## config.mk

```make
export PLATFORM = sky130hd
export DESIGN_NAME = pulse_gen
export DESIGN_NICKNAME = d
export VERILOG_FILES = /design/src/rtl/pulse_pkg.sv /design/src/rtl/step_timer.sv /design/src/rtl/pulse_gen.sv
export SDC_FILE = /design/constraint.sdc
export NUM_CORES = 1
export LEC_CHECK = 0
export CORE_MARGIN = 2
export CORE_UTILIZATION = 50
export CTS_CLUSTER_DIAMETER = 150
export DETAILED_ROUTE_END_ITERATION = 10
export GPL_ROUTABILITY_DRIVEN = 0
export GPL_TIMING_DRIVEN = 0
export PLACE_DENSITY_LB_ADDON = 0.08
export SYNTH_ARGS = -nofsm -noshare
export SYNTH_HDL_FRONTEND = slang
export SYNTH_SLANG_ARGS = --single-unit
```

## constraint.sdc

```tcl
create_clock -name sysclk -period 7.65 [get_ports sysclk]
set_clock_uncertainty 0.05 [all_clocks]
set_input_delay 0.765 -clock sysclk [delete_from_list [all_inputs] [get_ports sysclk]]
set_output_delay 0.765 -clock sysclk [all_outputs]
set_load 0.1 [all_outputs]
```

## src/rtl/pulse_pkg.sv

```systemverilog
// pulse_pkg: shared types and helpers for the step/direction pulse generator.
//   state_e    - move sequencer states (IDLE, SETUP, HIGH, LOW, DONE)
//   MOTOR_W    - number of motor channels
//   COUNT_W    - width of the step-count field
//   is_onehot6 - true when exactly one motor-select bit is set
package pulse_pkg;

  localparam int MOTOR_W = 6;
  localparam int COUNT_W = 10;

  typedef enum logic [2:0] {
    IDLE  = 3'd0,
    SETUP = 3'd1,
    HIGH  = 3'd2,
    LOW   = 3'd3,
    DONE  = 3'd4
  } state_e;

  // Population count of exactly one across the motor-select bits.
  function automatic logic is_onehot6(input logic [MOTOR_W-1:0] v);
    logic [2:0] ones;
    ones = 3'd0;
    for (int i = 0; i < MOTOR_W; i++) begin
      ones = ones + {2'b00, v[i]};
    end
    return (ones == 3'd1);
  endfunction

endpackage

```

## src/rtl/step_timer.sv

```systemverilog
// step_timer: loadable down-counter used to time the SETUP, HIGH and LOW
// phases of a move. Loading value V makes tc assert V cycles later, so a
// phase of L cycles is timed by loading L-1 on the edge that enters it.
//   clk, rst_n - clock and asynchronous active-low reset
//   load       - load load_val this cycle (takes priority over counting)
//   load_val   - value to load
//   tc         - terminal count: counter is at zero
module step_timer #(
  parameter int W = 4
) (
  input  logic         clk,
  input  logic         rst_n,
  input  logic         load,
  input  logic [W-1:0] load_val,
  output logic         tc
);

  logic [W-1:0] cnt_q;
  logic [W-1:0] cnt_d;

  // Next count: load wins, otherwise count down and rest at zero.
  always_comb begin
    cnt_d = cnt_q;
    if (load) begin
      cnt_d = load_val;
    end else if (cnt_q != {W{1'b0}}) begin
      cnt_d = cnt_q - W'(1);
    end else begin
      cnt_d = cnt_q;
    end
  end

  // Counter register.
  always_ff @(posedge clk or negedge rst_n) begin
    if (!rst_n) begin
      cnt_q <= {W{1'b0}};
    end else begin
      cnt_q <= cnt_d;
    end
  end

  assign tc = (cnt_q == {W{1'b0}});

endmodule

```

## src/rtl/pulse_gen.sv

```systemverilog
// pulse_gen: step/direction pulse generator for a six-axis stepper
// controller. A command (motor, count, direction) that has been stable for
// two cycles, is valid and differs from the last accepted one starts a move:
// DIR of the selected motor is updated, DIR_SETUP cycles later a train of
// PulseNum STEP pulses (PW high, PERIOD-PW low) is issued, then Done pulses.
//   sysclk   - system clock
//   rst_n    - asynchronous active-low reset (clears PUL and DR at once)
//   MotorIn  - one-hot motor select
//   PulseNum - number of step pulses, zero is ignored
//   DRIn     - per-motor direction (1 = reverse)
//   Busy     - high from acceptance through the DONE cycle
//   PUL      - STEP outputs, zero or one-hot
//   DR       - DIR outputs, only the selected motor's bit changes per move
//   Done     - one-cycle pulse in the last Busy cycle
module pulse_gen
  import pulse_pkg::*;
#(
  parameter int PERIOD    = 1000,
  parameter int PW        = 500,
  parameter int DIR_SETUP = 50
) (
  input  logic               sysclk,
  input  logic               rst_n,
  input  logic [MOTOR_W-1:0] MotorIn,
  input  logic [COUNT_W-1:0] PulseNum,
  input  logic [MOTOR_W-1:0] DRIn,
  output logic               Busy,
  output logic [MOTOR_W-1:0] PUL,
  output logic [MOTOR_W-1:0] DR,
  output logic               Done
);

  localparam int TMAX = (PERIOD > DIR_SETUP) ? PERIOD : DIR_SETUP;
  localparam int TW   = $clog2(TMAX + 1);

  // Timer reload values are duration-1 because the load edge starts the phase.
  localparam logic [TW-1:0] SETUP_LD = TW'(DIR_SETUP - 1);
  localparam logic [TW-1:0] HIGH_LD  = TW'(PW - 1);
  localparam logic [TW-1:0] LOW_LD   = TW'(PERIOD - PW - 1);

  state_e             state_q, state_d;
  logic [MOTOR_W-1:0] s_motor_q, s_motor_d;
  logic [COUNT_W-1:0] s_num_q, s_num_d;
  logic [MOTOR_W-1:0] s_dr_q, s_dr_d;
  logic [MOTOR_W-1:0] a_motor_q, a_motor_d;
  logic [COUNT_W-1:0] a_num_q, a_num_d;
  logic [MOTOR_W-1:0] a_dr_q, a_dr_d;
  logic [COUNT_W-1:0] rem_q, rem_d;
  logic [MOTOR_W-1:0] dr_q, dr_d;
  logic [MOTOR_W-1:0] pul_q, pul_d;
  logic               busy_q, busy_d;
  logic               done_q, done_d;

  logic               accept;
  logic               tmr_load;
  logic [TW-1:0]      tmr_val;
  logic               tmr_tc;

  step_timer #(.W(TW)) u_timer (
    .clk      (sysclk),
    .rst_n    (rst_n),
    .load     (tmr_load),
    .load_val (tmr_val),
    .tc       (tmr_tc)
  );

  // Sequencer next state, command capture and registered-output next values.
  always_comb begin
    state_d   = state_q;
    a_motor_d = a_motor_q;
    a_num_d   = a_num_q;
    a_dr_d    = a_dr_q;
    rem_d     = rem_q;
    dr_d      = dr_q;
    tmr_load  = 1'b0;
    tmr_val   = {TW{1'b0}};

    s_motor_d = MotorIn;
    s_num_d   = PulseNum;
    s_dr_d    = DRIn;

    // Stable for two samples, valid, and not the move we just performed.
    accept = (MotorIn == s_motor_q) && (PulseNum == s_num_q) && (DRIn == s_dr_q) &&
             is_onehot6(MotorIn) && (PulseNum != {COUNT_W{1'b0}}) &&
             ({MotorIn, PulseNum, DRIn} != {a_motor_q, a_num_q, a_dr_q});

    case (state_q)
      IDLE: begin
        if (accept) begin
          a_motor_d = MotorIn;
          a_num_d   = PulseNum;
          a_dr_d    = DRIn;
          rem_d     = PulseNum;
          dr_d      = (dr_q & ~MotorIn) | (DRIn & MotorIn);
          tmr_load  = 1'b1;
          tmr_val   = SETUP_LD;
          state_d   = SETUP;
        end else begin
          state_d = IDLE;
        end
      end
      SETUP: begin
        if (tmr_tc) begin
          tmr_load = 1'b1;
          tmr_val  = HIGH_LD;
          state_d  = HIGH;
        end else begin
          state_d = SETUP;
        end
      end
      HIGH: begin
        if (tmr_tc) begin
          tmr_load = 1'b1;
          tmr_val  = LOW_LD;
          state_d  = LOW;
        end else begin
          state_d = HIGH;
        end
      end
      LOW: begin
        if (tmr_tc) begin
          // rem is never zero here; the guard keeps it from wrapping regardless.
          if (rem_q != {COUNT_W{1'b0}}) begin
            rem_d = rem_q - COUNT_W'(1);
          end else begin
            rem_d = rem_q;
          end
          if (rem_d == {COUNT_W{1'b0}}) begin
            state_d = DONE;
          end else begin
            tmr_load = 1'b1;
            tmr_val  = HIGH_LD;
            state_d  = HIGH;
          end
        end else begin
          state_d = LOW;
        end
      end
      DONE: begin
        state_d = IDLE;
      end
      default: begin
        state_d = IDLE;
      end
    endcase

    // Outputs are decoded from the next state so they register with it.
    busy_d = (state_d != IDLE);
    done_d = (state_d == DONE);
    if (state_d == HIGH) begin
      pul_d = a_motor_d;
    end else begin
      pul_d = {MOTOR_W{1'b0}};
    end
  end

  // Sequencer state, command registers and registered outputs.
  always_ff @(posedge sysclk or negedge rst_n) begin
    if (!rst_n) begin
      state_q   <= IDLE;
      s_motor_q <= {MOTOR_W{1'b0}};
      s_num_q   <= {COUNT_W{1'b0}};
      s_dr_q    <= {MOTOR_W{1'b0}};
      a_motor_q <= {MOTOR_W{1'b0}};
      a_num_q   <= {COUNT_W{1'b0}};
      a_dr_q    <= {MOTOR_W{1'b0}};
      rem_q     <= {COUNT_W{1'b0}};
      dr_q      <= {MOTOR_W{1'b0}};
      pul_q     <= {MOTOR_W{1'b0}};
      busy_q    <= 1'b0;
      done_q    <= 1'b0;
    end else begin
      state_q   <= state_d;
      s_motor_q <= s_motor_d;
      s_num_q   <= s_num_d;
      s_dr_q    <= s_dr_d;
      a_motor_q <= a_motor_d;
      a_num_q   <= a_num_d;
      a_dr_q    <= a_dr_d;
      rem_q     <= rem_d;
      dr_q      <= dr_d;
      pul_q     <= pul_d;
      busy_q    <= busy_d;
      done_q    <= done_d;
    end
  end

  assign Busy = busy_q;
  assign Done = done_q;
  assign PUL  = pul_q;
  assign DR   = dr_q;

endmodule
```

==> Word-level counts from Yosys, hierarchy flattened <==
Index checks and enable logic that the tools add are counted.
{ "word_totals": {"out_inout_bits": 14, "ff_bits": 81, "word_cells": 80, "input_bits": 24} }
{ "classes": {"n_eq_ne": 12, "reduce_logical": 17, "n_bitwise": 4, "add_sub_neg": 7, "mux": 27} }
{ "op_table": {"columns": ["op", "count"], "rows": [
  ["two-way mux 10 bit", 7],
  ["nonzero test 10 bit", 3],
  ["two-way mux 9 bit", 3],
  ["case mux 9 bit (3 select lines)", 1],
  ["two-way mux 6 bit", 4],
  ["!= test 22 bit", 1],
  ["zero test 10 bit", 2],
  ["case mux 10 bit (2 select lines)", 1],
  ["subtractor 10 x 1 -> 10 bit, second input constant", 2],
  ["bitwise AND 6 bit", 2],
  ["== test 6 bit", 2],
  ["case mux 3 bit (4 select lines)", 1],
  ["== test 10 bit", 1],
  ["adder 3 x 1 -> 3 bit", 3],
  ["== test 3 x 2 -> 1 bit, second input constant", 3],
  ["== test 3 x 1 -> 1 bit, second input constant", 2],
  ["two-way mux 1 bit", 6],
  ["two-way mux 3 bit", 2],
  ["NOT 6 bit", 1],
  ["bitwise OR 6 bit", 1],
  ["logical AND 1 bit", 5],
  ["!= test 2 bit, second input constant", 2],
  ["nonzero test 2 bit", 2],
  ["adder 2 x 1 -> 3 bit", 1],
  ["9 further kinds", 9]
]} }

==> Depth between registers and ports, before layout <==
Gate-level depths: netlist (run 1).
{ "logic_depth": {"ltp_word": 13, "mapped_depth": 13, "ltp_nobuf": 12} }

==> By module <==
Synthesis (run 1) repeated with hierarchy kept, for this count alone.
{ "hier_totals": {"hier_cells": 389, "hier_area_um2": 4194.0} }
{ "by_module_without_submodules": {"columns": ["mod", "seq_area_each_um2", "area_each_um2", "cells_per_inst", "instances"], "rows": [
  ["pulse_gen", 1776.7, 3587.2, 326, 1],
  ["step_timer", 250.2, 606.8, 63, 1]
]} }

==> Worst setup path before layout (run 1) <==
OpenSTA, ideal clock, no wires.
{ "synth_path": {"kind": "input to register", "startpoint": "input MotorIn[0]", "endpoint": "register u_timer.cnt_q[6]", "path_buffers": 2, "setup_time_ps": 136, "t_required_ps": 7464, "arrival_time_ps": 4466, "stages": 13, "setup_slack_ps": 2998, "cell_sequence": "inv_1 -> fa_1 -> fa_1 -> inv_1 -> ha_1 -> fa_1 -> nor4b_1 -> nand2_1 -> or4_1 -> a2111oi_2 -> clkbuf_1 -> clkbuf_1 -> o31ai_1"} }
{ "synth_via": {"elab_chain_len": 12, "elab_cells_between_ends": 17, "cone_classes": "5 x add/sub; 3 x eq/ne; 3 x mux; 6 x reduce/logical"} }
{ "synth_rtl": {"columns": ["element", "line", "rtl"], "rows": [
  ["start, declared", "pulse_gen.sv:24", "input logic [MOTOR_W-1:0] MotorIn,"],
  ["adder 1 x 1 -> 2 bit", "pulse_pkg.sv:24", "ones = ones + {2'b00, v[i]};"],
  ["adder 2 x 1 -> 3 bit", "pulse_pkg.sv:24", null],
  ["adder 3 x 1 -> 3 bit (3 in a row)", "pulse_pkg.sv:24", null],
  ["== test 3 x 1 -> 1 bit", "pulse_pkg.sv:26", "return (ones == 3'd1);"],
  ["logical AND 1 bit", "pulse_gen.sv:83", "accept = (MotorIn == s_motor_q) && (PulseNum == s_num_q) && (DRIn == s_dr_q) &&"],
  ["logical AND 1 bit", "pulse_gen.sv:84", "is_onehot6(MotorIn) && (PulseNum != {COUNT_W{1'b0}}) &&"],
  ["logical AND 1 bit (*)", "pulse_gen.sv:84", null],
  ["two-way mux 1 bit (*)", "pulse_gen.sv:89", "if (accept) begin"],
  ["case mux 1 bit (3 select lines) (*)", "pulse_gen.sv:87", "case (state_q)"],
  ["two-way mux 10 bit or nonzero test 2 bit (tied branches)", null, null],
  ["end signal, assigned", "step_timer.sv:36", "cnt_q <= {W{1'b0}};"],
  ["end signal, assigned", "step_timer.sv:38", "cnt_q <= cnt_d;"],
  ["end, declared", "step_timer.sv:18", "logic [W-1:0] cnt_q;"]
]} }
Mark *: on every way between the ends. The rest lies on a longest branch, timed or not.
A chain may end at the register's enable or synchronous reset.

==> Final worst setup path (run 1) <==
Same ends and word-level chain as after synthesis.

==> summary.md, run 1 <==
| Metric | Value |
|---|---|
| Outcome | finished clean |
| CTS clk-pin slew, worst paths | 0.09 ns |
| Sw power | 0.2031 mW |
| Drt total wl | 9060 µm |
| Post-synth EDFFs | 0 |
| Post-CTS resize count | 0 |
| Clock sinks | 81 |
| Hold WS | 0.2340 ns |
| Gr usage total | 21.91% |
| Worst r2r dst | PUL[5] |
| Clk pwr share | 37.4% |
| Mapped Cells | 366 |
| Drt first-iter violations | 122 |
| PortBufs | 37 |
| Hold buffer count at CTS | 0 |
| Sequential fraction of design power | 54.4% |
| Avg WL per Cell | 17.36 µm |
| First-pass GRT wire length | 14750 µm |
| Static leakage | 1.953 nW |
| Skew-Pair Late Insertion Delay | 0.35 ns |
| Logic gate share of total power | 8.2% |
| Core Area | 0.007848 mm² |
| Crit path top cell by count | fa_1 |
| Startpoint Class | primary input |
| Max Freq | 177.9 MHz |
| Chip Height | 94.47 µm |
| TritonCTS Buffers | 9 |
| Post-synthesis register bit count | 81 |
| Crit share post-route | 73.49% |
| Clk buf depth | 2 |
| Period minus WS final | 5.622 ns |
| Internal Power | 0.5984 mW |
| Synthesized area | 0.004093 mm² |
| CTS tree | yes |
| Peak supply drop | 0.1044 mV |
| Worst Reg-to-Reg Cells | 9 |
| Initial Util | 52.15% |
| Tot Pwr | 0.8015 mW |
| Max-slew headroom | 35.14% |
| Post-synth ARST share | 100.0% |
| CP Max Fanout | 10 |
| Switching power as a share of total power | 25.34% |
| Drt first pass iters | 4 |
| Critical Path AT | 5.79 ns |
| Max Cap Viol | 0 |
| Setup TNS | 0 ns |
| Layout cells sized above 1 | 14.05% |
| DRC Markers | 0 |
| Largest stage delay, worst path | 0.63 ns |
| Final hold violation count | 0 |
| Via Count | 2995 |
| Synth warn | 0 |
| Number of global-route vias before repair | 3068 |
| # rows | 32 |
| Reg2Reg Launch Point | rem_q[0] |
| Post-synth net total | 396 |
| Postcts setup bufs | 0 |
| DPL Wire Length | 6439 µm |
| Worst hold path type | in -> async |
| Total gr overflow | 0 |
| Ant diodes | 0 |
| Crit-path cells | clkdlybuf4s50_1 > inv_1 > fa_1 > fa_1 > inv_1 > ha_1 > fa_1 > nor4b_1 > nand2_1 > or4_1 > a2111oi_2 > clkbuf_1 > clkbuf_1 > o31ai_1 |
| Ys flop type | dfrtp_1 |
| Final WS setup | 2.028 ns |
| Setup Viol. Count Final | 0 |
| Via density | 5.738 |
| Commonest non-fill, non-tap cell in the layout | dfrtp_1 |
| Antenna violation net count after detailed routing | 0 |
| Slowest CP cell | clkdlybuf4s50_1 |
| Post-synth cell types | 56 |
| Element type at the critical path end | flop |
| Sequential share of the synthesized area | 49.53% |
| CTS root buffer | clkbuf_8 |
| I/O pin count | 38 |
| Register-to-register path setup slack | 4.40 ns |
| DIE WIDTH | 94.47 µm |
| Crit path kind | in -> reg |
| Synth-to-Final Area Change | 17.40% |
| Mean Syn Cell Area | 11.18 µm² |
| Fin nets | 445 |
| Req. time, crit path | 7.81 ns |
| PD cells | 166.8 mW/mm² |
| RSZ-0062 raised after global routing | no |
| Largest net degree at the start of global routing | 65 |
| Initial antenna violation count | 0 |
| Worst Max-Slew Pin Slew | 0.9699 ns |
| DIE AREA | 0.008925 mm² |
| Pre-CTS WS | 1.671 ns |
| Fin. max-slew vios | 0 |
| CTS H-tree depth | 3 |
| Most frequent cells in the layout | dfrtp_1 (81), clkdlybuf4s50_1 (36), xnor2_1 (30) |
[power groups by stage]
stage	Clock (mW)	Combinational (mW)	Sequential [mW]
after global routing	0.326	0.0720	0.437
after CTS	0.307	0.0665	0.436
final	0.300	0.0655	0.436
after global placement	0	0.0630	0.445
after detailed placement	0	0.0662	0.445
after floorplan	0	0.0264	0.445
[area by class of cell]
type                            instances  area [µm²]
Buffer                                 15       61.31
Clock buffer                           11       151.4
Clock inverter                          5       37.54
Fill cell                             680        3043
Inverter                               18       67.56
Multi-Input combinational cell        252        1937
Sequential cell                        81        2027
Tap cell                              102       127.6
Timing Repair Buffer                   38       395.4
[cell families after synthesis]
family	share of synthesized area, %
simple gates	17.03
flops	49.53
xor+xnor	10.91
compound gates	9.050
buf+inv	3.149
mux	7.949
fa+ha+maj	2.385
[routing by layer]
metal,global-route usage [%],share of wire [%],up-vias
li1,-,-,1420
met1,29.08,45,1492
met2,35.60,49,70
met3,3.671,4.1,13
met4,9.541,1.6,0
met5,0,0,-
[state kept, by name, summed over array words and instances, names as in the netlist, named ones only]
name and count:
Busy 1, state_q 3, u_timer.cnt_q 10, a_dr_q 6, s_dr_q 6, PUL 6, Done 1, s_motor_q 6
rem_q 10, s_num_q 10, a_num_q 10, a_motor_q 6
[stage by stage]
step,cell area (µm²),cells,util (%)
after floorplan,4093,366,-
after detailed placement,4616,506,58.82
after global routing,4805,522,61.22
final,4805,522,61.22
after global placement,4591,505,58.50
after CTS,4805,522,61.22
[worst max-delay path by stage]
stage / startpoint / to / slack (ns) / cells after the start
2_1_floorplan: MotorIn[0] / u_timer.cnt_q[6] / 3.00 / 13
3_3_place_gp: MotorIn[0] / PUL[2] / 1.71 / 14
3_5_place_dp: MotorIn[0] / u_timer.cnt_q[6] / 1.67 / 14
4_1_cts: MotorIn[0] / u_timer.cnt_q[6] / 2.00 / 14
5_1_grt: MotorIn[0] / u_timer.cnt_q[6] / 1.79 / 14
6_report: MotorIn[0] / u_timer.cnt_q[6] / 2.03 / 14
[critical path, delay by kind of cell]
family | cells | cell delay, ns
adders and majority gates | 4 | 1.61
and+or+nand+nor | 3 | 1.02
buffers and inverters | 5 | 1.76
AOI/OAI and AO/OA | 2 | 0.64
[synth_stat cells (2+ instances only)]
master	count	area, µm²
nor4b_1	9	78.83
buf_2	4	20.02
or3_1	2	12.51
nand4_1	9	56.30
nor2_1	23	86.33
nand2b_1	2	12.51
o31ai_1	4	30.03
nand3b_1	2	15.01
mux2_2	28	315.3
clkbuf_1	11	41.29
inv_1	18	67.56
a221o_1	2	20.02
and3_1	2	12.51
o22a_1	2	17.52
a21oi_1	12	60.06
xor2_1	21	183.9
a221oi_1	2	17.52
nand2_1	19	71.32
nor4_1	13	81.33
xnor2_1	30	262.8
nand3_1	9	45.04
ha_1	3	37.54
nor3_1	12	60.06
o22ai_1	4	25.02
fa_1	3	60.06
nand4b_1	3	26.28
dfrtp_1	81	2027
o21ai_1	2	10.01
nor3b_1	3	22.52
or4_1	5	37.54
No activity file was read; power rests on OpenSTA's default activity.
==> run 2: changes to the inputs <==
==> constraint.sdc (replaced) <==
create_clock -name sysclk -period 5.2 [get_ports sysclk]
set_clock_uncertainty 0.05 [all_clocks]
set_input_delay 0.52 -clock sysclk [delete_from_list [all_inputs] [get_ports sysclk]]
set_output_delay 0.52 -clock sysclk [all_outputs]
set_load 0.1 [all_outputs]
==> run 2 against run 1 <==
Against the previous run: sequential share of layout area down 0.21 points; sequential power up 47%; flip-flop and latch count is the same; combinational power increased by 48%; global-route usage barely moved; die area is the same; core utilization rose by 0.30 points; via count fell by 0.13%; critical endpoint is now a_motor_q[5].
==> summary.md, run 2 (synthesis results as in run 1) <==
| Metric | Value |
|---|---|
| Outcome | finished clean |
| Gr usage total | 21.88% (-0.034 points) |
| Register-to-register path setup slack | 1.96 ns (-2.44 ns) |
| PortBufs | 37 (unchanged) |
| RSZ-0062 raised after global routing | no |
| Max-slew headroom | 35.14% (about the same) |
| Max Cap Viol | 0 (unchanged) |
| I/O pin count | 38 (unchanged) |
| Chip Height | 94.47 µm (unchanged) |
| Clk pwr share | 37.4% (about the same) |
| Worst Reg-to-Reg Cells | 9 (unchanged) |
| Crit share post-route | 94.40% |
| Fin. max-slew vios | 0 (unchanged) |
| Clock sinks | 81 (unchanged) |
| Drt first-iter violations | 131 (+7.4%) |
| TritonCTS Buffers | 9 (unchanged) |
| Crit-path cells | clkdlybuf4s50_1 > inv_1 > fa_1 > fa_1 > inv_1 > ha_1 > fa_1 > nor4b_1 > nand2_1 > or4_1 > a2111oi_4 > buf_2 > mux2_2 |
| Avg WL per Cell | 17.34 µm (about the same) |
| Drt total wl | 9052 µm (about the same) |
| DRC Markers | 0 (unchanged) |
| Commonest non-fill, non-tap cell in the layout | dfrtp_1 |
| Critical Path End | a_motor_q[5] |
| Worst Max-Slew Pin Slew | 0.9699 ns (+0.00002122 ns) |
| DIE AREA | 0.008925 mm² (unchanged) |
| # rows | 32 (unchanged) |
| DPL Wire Length | 6439 µm (unchanged) |
| Initial Util | 52.15% (unchanged) |
| Largest net degree at the start of global routing | 65 (unchanged) |
| Req. time, crit path | 5.38 ns (-2.43 ns) |
| Number of global-route vias before repair | 3066 (-0.065%) |
| Switching power as a share of total power | 25.40% (+0.061 points) |
| Final hold violation count | 0 (unchanged) |
| CTS clk-pin slew, worst paths | 0.08 ns (about the same) |
| Setup Viol. Count Final | 0 (unchanged) |
| Reg2Reg Launch Point | rem_q[0] |
| Static leakage | 1.964 nW (+0.55%) |
| Drt first pass iters | 4 (unchanged) |
| Pre-CTS WS | -0.5345 ns (-2.205 ns) |
| PD cells | 244.5 mW/mm² (+47%) |
| Core Area | 0.007848 mm² (unchanged) |
| CTS root buffer | clkbuf_8 |
| Via density | 5.730 (-0.13%) |
| Ant diodes | 0 (unchanged) |
| Slowest CP cell | clkdlybuf4s50_1 |
| Worst r2r dst | PUL[5] |
| Peak supply drop | 0.1540 mV (+48%) |
| Internal Power | 0.8808 mW (+47%) |
| Fin nets | 445 (unchanged) |
| Total gr overflow | 0 (unchanged) |
| Area taken by multi-input logic gates | 0.001949 mm² (+0.65%) |
| Startpoint Class | primary input |
| Most frequent cells in the layout | dfrtp_1 (81), clkdlybuf4s50_1 (36), xnor2_1 (30) |
| Placed Area | 0.004616 mm² (unchanged) |
| Sequential fraction of design power | 54.3% (about the same) |
| Skew-Pair Late Insertion Delay | 0.35 ns (about the same) |
| Largest stage delay, worst path | 0.63 ns (about the same) |
| Layout cells sized above 1 | 14.52% (+0.48 points) |
| First-pass GRT wire length | 14730 µm (about the same) |
| Crit path kind | in -> reg |
| Crit path top cell by count | fa_1 |
| Filler instances | 678 (-0.29%) |
| Worst hold path type | reg -> reg |
| Logic gate share of total power | 8.2% (about the same) |
| Critical Path AT | 5.09 ns (-0.70 ns) |
| CP Max Fanout | 10 (unchanged) |
| Initial antenna violation count | 0 (unchanged) |
| Period minus WS final | 4.909 ns |
| Antenna violation net count after detailed routing | 0 (unchanged) |
| Via Count | 2991 (-0.13%) |
| CTS tree | yes |
| Max Freq | 203.7 MHz |
| CP Launch Point | MotorIn[0] |
| CTS H-tree depth | 3 (unchanged) |
| Seq. cell area | 0.002027 mm² (unchanged) |
| Element type at the critical path end | flop |
| Final WS setup | 0.2911 ns (-1.737 ns) |
| Synth-to-Final Area Change | 17.98% |
| Final Instance Area | 0.004828 mm² (+0.49%) |
| Postcts setup bufs | 0 (unchanged) |
| Sw power | 0.2999 mW (+48%) |
| DIE WIDTH | 94.47 µm (unchanged) |
| Clk buf depth | 2 (unchanged) |
[run 2: changes by cell type in the layout (fill, tap and decap cells not counted), sizes merged]
cell / delta
clkbuf: -2
buf: +1
dlygate4sd3: +1
[run 2: worst min-delay path by stage]
stage | end | slack [ns] | depth (start not counted)
after detailed placement | u_timer.cnt_q[7] | 0.37 | 1
after global routing | flop | 0.49 | 1
after CTS | flop | 0.46 | 1
after floorplan | Busy | 0.17 | 0
after global placement | flop | 0.44 | 1
final | flop | 0.46 | 1
[run 2: worst max-delay path, delay by kind of cell]
family / cells / cell delay, ns
adder cells (fa/ha/maj): 4 / 1.61
buffers and inverters: 4 / 1.16
AND/OR/NAND/NOR: 3 / 1.06
multiplexers: 1 / 0.37
AO/OA/AOI/OAI: 1 / 0.36
[run 2: layout make-up]
cell class | count | share of cell area, %
Clock inverter | 5 | 0.7774
Clock buffer | 11 | 3.136
Inverter | 18 | 1.399
Buffer | 14 | 1.296
Timing Repair Buffer | 39 | 8.396
Sequential cell | 81 | 41.98
Multi-Input combinational cell | 252 | 40.37
Tap cell | 102 | 2.643
[run 2: power groups by stage]
stage / Combinational (mW) / Sequential (mW) / Clock (mW)
floorplan: 0.0389 / 0.654 / 0
global placement: 0.0927 / 0.654 / 0
detailed placement: 0.0975 / 0.654 / 0
CTS: 0.0984 / 0.642 / 0.452
global route: 0.107 / 0.642 / 0.479
finish: 0.0971 / 0.642 / 0.442
[run 2: through the flow]
stage	hold WS, ns	cells	util (%)	power [mW]	setup TNS [ns]
finish	0.4593	522	61.53	1.181	0
global route	0.4925	522	61.53	1.228	0
CTS	0.4620	522	61.32	1.192	0
detailed placement	0.3687	506	58.82	0.7517	-11.96
global placement	0.4365	505	58.50	0.7469	-10.49
floorplan	0.1744	366	-	0.6928	0
[run 2: per-layer routing]
layer  GRT usage [%]  part of all wire [%]  wire [µm]
met1           29.19                    46       4124
met2           35.36                    49       4417
met3           3.671                   3.8        342
met4           9.541                   1.9        168
met5               0                     0          0
[run 2: repair_timing]
action / 4_1_cts / 5_1_grt
hold endpoints to repair: 17 / 0
hold buffers: 1 / 0
endpoints found under the setup margin: 10 / 13
cloned: 0 / 0
resized for setup: 1 / 6
